[config.mk]
export PLATFORM = sky130hd
export DESIGN_NAME = pipeline_ctrl
export DESIGN_NICKNAME = d
export VERILOG_FILES = /design/src/rtl/pipe_ctrl_pkg.sv /design/src/rtl/pipe_ctrl_load_use.sv /design/src/rtl/pipeline_ctrl.sv
export SDC_FILE = /design/constraint.sdc
export NUM_CORES = 1
export LEC_CHECK = 0
export CAP_MARGIN = 20
export CORE_ASPECT_RATIO = 1.2
export CORE_UTILIZATION = 58
export CTS_CLUSTER_SIZE = 10
export DETAILED_ROUTE_END_ITERATION = 16
export GPL_TIMING_DRIVEN = 0
export PLACE_DENSITY = 0.84
export SLEW_MARGIN = 10
export SYNTH_ARGS = -nofsm -noshare
export SYNTH_HDL_FRONTEND = slang
export SYNTH_SLANG_ARGS = --single-unit
[constraint.sdc]
create_clock -name clk -period 2.5 [get_ports clk]
set_input_delay 0.5 -clock clk [delete_from_list [all_inputs] [get_ports clk]]
set_output_delay 0.5 -clock clk [all_outputs]
set_load 0.02 [all_outputs]
[src/rtl/pipe_ctrl_pkg.sv]
// Shared types and defaults for the pipeline hazard/stall controller.
package pipe_ctrl_pkg;

  typedef enum logic [1:0] {
    INIT     = 2'd0,
    RUN      = 2'd1,
    MEM_WAIT = 2'd2,
    ERROR    = 2'd3
  } ctrlState_t;

  localparam int unsigned MEM_TIMEOUT_DEF = 255;
  localparam int unsigned INIT_CYCLES_DEF = 4;
  localparam int unsigned CNT_W           = 32;

endpackage

[src/rtl/pipe_ctrl_load_use.sv]
// Load-use hazard detect: a load in EX whose destination feeds the instruction in ID.
module pipe_ctrl_load_use (
  input  logic       memRead,
  input  logic [4:0] exRt,
  input  logic [4:0] idRs,
  input  logic [4:0] idRt,
  output logic       hazard
);

  // r0 is hard-wired zero, so a load targeting it never creates a dependency.
  assign hazard = memRead && (exRt != 5'd0) && ((exRt == idRs) || (exRt == idRt));

endmodule

[src/rtl/pipeline_ctrl.sv]
// Pipeline latch enable/flush controller with memory-wait timeout.
// Optional perf counters (stall_cnt, flush_cnt) enabled by macro PIPE_CTRL_PERF_EN.
module pipeline_ctrl
  import pipe_ctrl_pkg::*;
#(
  parameter int unsigned MEM_TIMEOUT = MEM_TIMEOUT_DEF,
  parameter int unsigned INIT_CYCLES = INIT_CYCLES_DEF
) (
  input  logic             clk,
  input  logic             reset,
  input  logic [4:0]       id_rs,
  input  logic [4:0]       id_rt,
  input  logic             ex_mem_read,
  input  logic [4:0]       ex_rt,
  input  logic             branch_taken,
  input  logic             mem_busy,
  output logic             pc_en,
  output logic             ifid_en,
  output logic             idex_en,
  output logic             exmem_en,
  output logic             memwb_en,
  output logic             ifid_flush,
  output logic             idex_flush,
  output logic             exmem_flush,
  output logic             memwb_flush,
  output logic [1:0]       state,
`ifdef PIPE_CTRL_PERF_EN
  output logic [CNT_W-1:0] stall_cnt,
  output logic [CNT_W-1:0] flush_cnt,
`endif
  output logic             mem_timeout
);

  ctrlState_t       curState, nextState;
  logic [CNT_W-1:0] initCnt, nextInit;
  logic [CNT_W-1:0] waitCnt, nextWait;
  logic             memTimeoutR;
  logic             loadUse;
  logic             stallEv, flushEv;

  pipe_ctrl_load_use uLoadUse (
    .memRead (ex_mem_read),
    .exRt    (ex_rt),
    .idRs    (id_rs),
    .idRt    (id_rt),
    .hazard  (loadUse)
  );

  always_ff @(posedge clk or posedge reset) begin
    if (reset) begin
      curState    <= INIT;
      initCnt     <= '0;
      waitCnt     <= '0;
      memTimeoutR <= 1'b0;
    end else begin
      curState <= nextState;
      initCnt  <= nextInit;
      waitCnt  <= nextWait;
      if (nextState == ERROR) memTimeoutR <= 1'b1;
    end
  end

  always_comb begin
    pc_en       = 1'b1;
    ifid_en     = 1'b1;
    idex_en     = 1'b1;
    exmem_en    = 1'b1;
    memwb_en    = 1'b1;
    ifid_flush  = 1'b0;
    idex_flush  = 1'b0;
    exmem_flush = 1'b0;
    memwb_flush = 1'b0;
    nextState   = curState;
    nextInit    = initCnt;
    nextWait    = waitCnt;
    stallEv     = 1'b0;
    flushEv     = 1'b0;
    unique case (curState)
      INIT: begin
        pc_en       = 1'b0;
        ifid_flush  = 1'b1;
        idex_flush  = 1'b1;
        exmem_flush = 1'b1;
        memwb_flush = 1'b1;
        nextInit    = initCnt + CNT_W'(1);
        if (initCnt == INIT_CYCLES - 1) begin
          nextState = RUN;
          nextInit  = '0;
        end
      end
      RUN, MEM_WAIT: begin
        if (mem_busy) begin
          pc_en       = 1'b0;
          ifid_en     = 1'b0;
          idex_en     = 1'b0;
          exmem_en    = 1'b0;
          memwb_flush = 1'b1;
          stallEv     = 1'b1;
          if (curState == RUN) begin
            nextState = MEM_WAIT;
            nextWait  = CNT_W'(1);
          end else if (waitCnt == MEM_TIMEOUT) begin
            nextState = ERROR;
          end else begin
            nextWait = waitCnt + CNT_W'(1);
          end
        end else begin
          if (curState == MEM_WAIT) begin
            nextState = RUN;
            nextWait  = '0;
          end
          // A taken branch squashes ID, which also removes any load-use consumer.
          if (branch_taken) begin
            ifid_flush = 1'b1;
            idex_flush = 1'b1;
            flushEv    = 1'b1;
          end else if (loadUse) begin
            pc_en      = 1'b0;
            ifid_en    = 1'b0;
            idex_flush = 1'b1;
            stallEv    = 1'b1;
          end
        end
      end
      ERROR: begin
        pc_en    = 1'b0;
        ifid_en  = 1'b0;
        idex_en  = 1'b0;
        exmem_en = 1'b0;
        memwb_en = 1'b0;
      end
      default: nextState = INIT;
    endcase
  end

  assign state       = curState;
  assign mem_timeout = memTimeoutR;

`ifdef PIPE_CTRL_PERF_EN
  // Events are only raised in RUN/MEM_WAIT, so INIT and ERROR never count.
  always_ff @(posedge clk or posedge reset) begin
    if (reset) begin
      stall_cnt <= '0;
      flush_cnt <= '0;
    end else begin
      if (stallEv && (stall_cnt != '1)) stall_cnt <= stall_cnt + CNT_W'(1);
      if (flushEv && (flush_cnt != '1)) flush_cnt <= flush_cnt + CNT_W'(1);
    end
  end
`else
  logic unusedEv;
  assign unusedEv = stallEv ^ flushEv;
`endif

endmodule

==> run metrics <==
dpl hpwl=6340 um; Area contributors post-synth=dfrtp_1, xnor2_1, nand4_1; yosys warns=0; share of cells above drive strength 1=13.8%; root buffer cell=clkbuf_8; nets@finish=494; Place WS=-0.541 ns; Storage cell area=1680 um2; syn_nets=451; Post-Route WL=9320 um; diode count=0; Final Max Tran Viols=0; first-pass GRT wire length=15900 um; mapped cell area=3950 um2; Total GRT Usage=28.0%; placed inst area=4360 um2; startpoint types=flip-flop; Clock Pin Slew Worst Setup and Hold Paths=0.07 ns; top cells by count, synth=dfrtp_1, nand2_1, nand4_1; vias in the first global route=3441; Worst EP arrival=1.92 ns; Post-synth EDFFs=0; remaining global-route overflow=0; drt first pass iters=5; Worst Path Required=2.00 ns; core area=6490 um2; GP Congestion=0.858; Setup Skew=0.0110 ns; Num CTS Buffers=9; DRC viols=0; crit path time final=2.42 ns; cell taking the most area after synthesis=dfrtp_1; Fmax=413 MHz; Pwr Total=3680 uW; vias post-DR=3505; Synth Instances=423; status=completed; Slew @ Worst Pin=0.807 ns; footprint of the multi-input gates=2170 um2; initial antenna violation count=0; number of placed instances, taps included=538; TritonCTS clock tree=done; Netlist cell types=53; Primary FF master, synth=dfrtp_1; cts hold-fix bufs=0; via/cell ratio=6.30; MaxCap Viol Count=0; Rows=32; crit share post-route=96.9%; VDD IR-drop max=0.000774 V; clock latency on the worst-skew pair=0.35 ns; Max H-tree Level=3; Fillers=486; min-delay worst type=flip-flop to flip-flop; P per Cell Area=790 nW/um2; PnR worst setup slack=0.0782 ns; syn_area_per_cell=9.33 um2; Bufs on Longest Clock Path=2; CP Class=flip-flop to output port; Async SR Flop Fraction=100%; LEAKAGE=0.00193 uW; die height=92.4 um; Routed Antenna Nets=0; Synth top area share=42.5%; Crit Path Max Fanout=9; endpoints failing setup=0; CP Capture Type=output port; sequential share of the synthesized area=42.5%; count leader, synth=dfrtp_1; fin area=4660 um2; Initial Util=60.8%; final hold violations=0; largest net degree at the start of global routing=68; Die X=77.3 um; die area=7140 um2; Boundary Pins=32; Slew HR=46.2%; synth-to-layout area growth=18.0%; Iter 0 DRT Violations=259; IO Port Bufs=30; unrepaired setup endpoints after global routing=true; Yosys reg bits=67; non-filler cells, final=556; Wirelength per Cell=16.8 um; CTS sink cnt=67
## registers in the layout (all words and copies together), names as in the netlist
register,cells
initCnt,32
state,2
waitCnt,32
mem_timeout,1
## per-stage QoR
stage	setup TNS, ns	hold slack (ns)	utilization (%)
after global routing	-0.0277	0.494	71.8
final	0	0.489	71.8
after floorplan	0	0.446	-
after global placement	-53.07	0.459	67.1
after CTS	0	0.489	71.6
after detailed placement	-2.00	0.468	67.1
## timing repair
| action | CTS | global route |
|---|---|---|
| endpoints found under the setup margin | 15 | 13 |
| pin swaps | 0 | 3 |
| cloned | 0 | 0 |
| resized for setup | 36 | 7 |
| setup buffers | 2 | 0 |
## final timing paths
kind	cells after the start	slack (ns)	to	startpoint
worst max-delay path	7	0.08	ifid_flush	state[1]$_DFF_PP0_
worst min-delay path	2	0.49	mem_timeout$_DFFE_PP0N_	mem_timeout$_DFFE_PP0N_
worst max register to register	6	0.19	waitCnt[17]$_DFFE_PP0P_	waitCnt[19]$_DFFE_PP0P_
worst min register to register	2	0.49	mem_timeout$_DFFE_PP0N_	mem_timeout$_DFFE_PP0N_
max in group asynchronous	2	1.26	state[0]$_DFF_PP0_	reset
min in group asynchronous	2	0.65	waitCnt[13]$_DFFE_PP0P_	reset
## cell families (layout without fill, tap and decap cells)
family          count (synthesis)  after routing  synth area share (%)
compound gates                 80             80                  12.7
xor+xnor                       43             43                  9.54
fa+ha+maj                       8              8                  2.54
buf+inv                        30             78                  3.39
flops                          67             67                  42.5
mux                             2              2                 0.539
simple gates                  193            193                  28.8
## placed cells by master, fill, tap and decap left out, types with 3 or more instances in the layout
cell	synthesis	final
or4_1	4	3
o21a_1	4	4
nand2b_1	5	5
nor2b_1	5	4
nand2_1	30	30
o31ai_1	5	5
o21ai_1	11	11
dlygate4sd2_1	0	5
nor2_1	25	24
or3_1	19	19
clkbuf_8	0	11
dfrtp_1	67	65
clkdlybuf4s50_1	0	18
o21ai_0	16	16
nor3_1	10	10
ha_1	8	7
nand3_1	21	21
bufinv_16	0	3
inv_1	18	16
nand4_1	29	29
o211ai_1	3	3
nor4_1	10	10
and3_1	10	10
a21oi_1	26	26
buf_4	2	7
xor2_1	17	17
xnor2_1	26	26
and4_1	5	5
buf_2	5	5
nor2_2	4	5
clkbuf_1	4	3
## power by group
part / switching, uW / internal (uW) / total [uW]
combinational: 736 / 498 / 1230
clock: 439 / 722 / 1160
sequential: 111 / 1170 / 1280
total: 1290 / 2390 / 3680
## worst max-delay path: stages (launching register included)
cell and delay (ns):
dfrtp_2 0.40, inv_1 0.12, ha_1 0.24, buf_2 0.17
nor2b_4 0.15, a21oi_1 0.18, nor2_1 0.05, clkdlybuf4s15_2 0.26
## cell type report
| cell class | instances | share of cell area (%) |
|---|---|---|
| well taps | 85 | 2.28 |
| repair buffers | 32 | 6.48 |
| multi-input cells | 326 | 46.6 |
| plain buffers | 12 | 1.50 |
| inverters | 18 | 1.50 |
| flip-flops and latches | 67 | 36.1 |
| clock inverters | 5 | 2.31 |
| clock buffers | 11 | 3.25 |
## metal layers
layer	vias up	global-route usage (%)	share of wire (%)
met5	-	0	0
met3	30	6.21	4.8
met1	1713	35.1	43
li1	1639	-	-
met4	0	12.3	2.3
met2	123	46.4	50
Note: power is estimated with default switching activity, not from simulation.
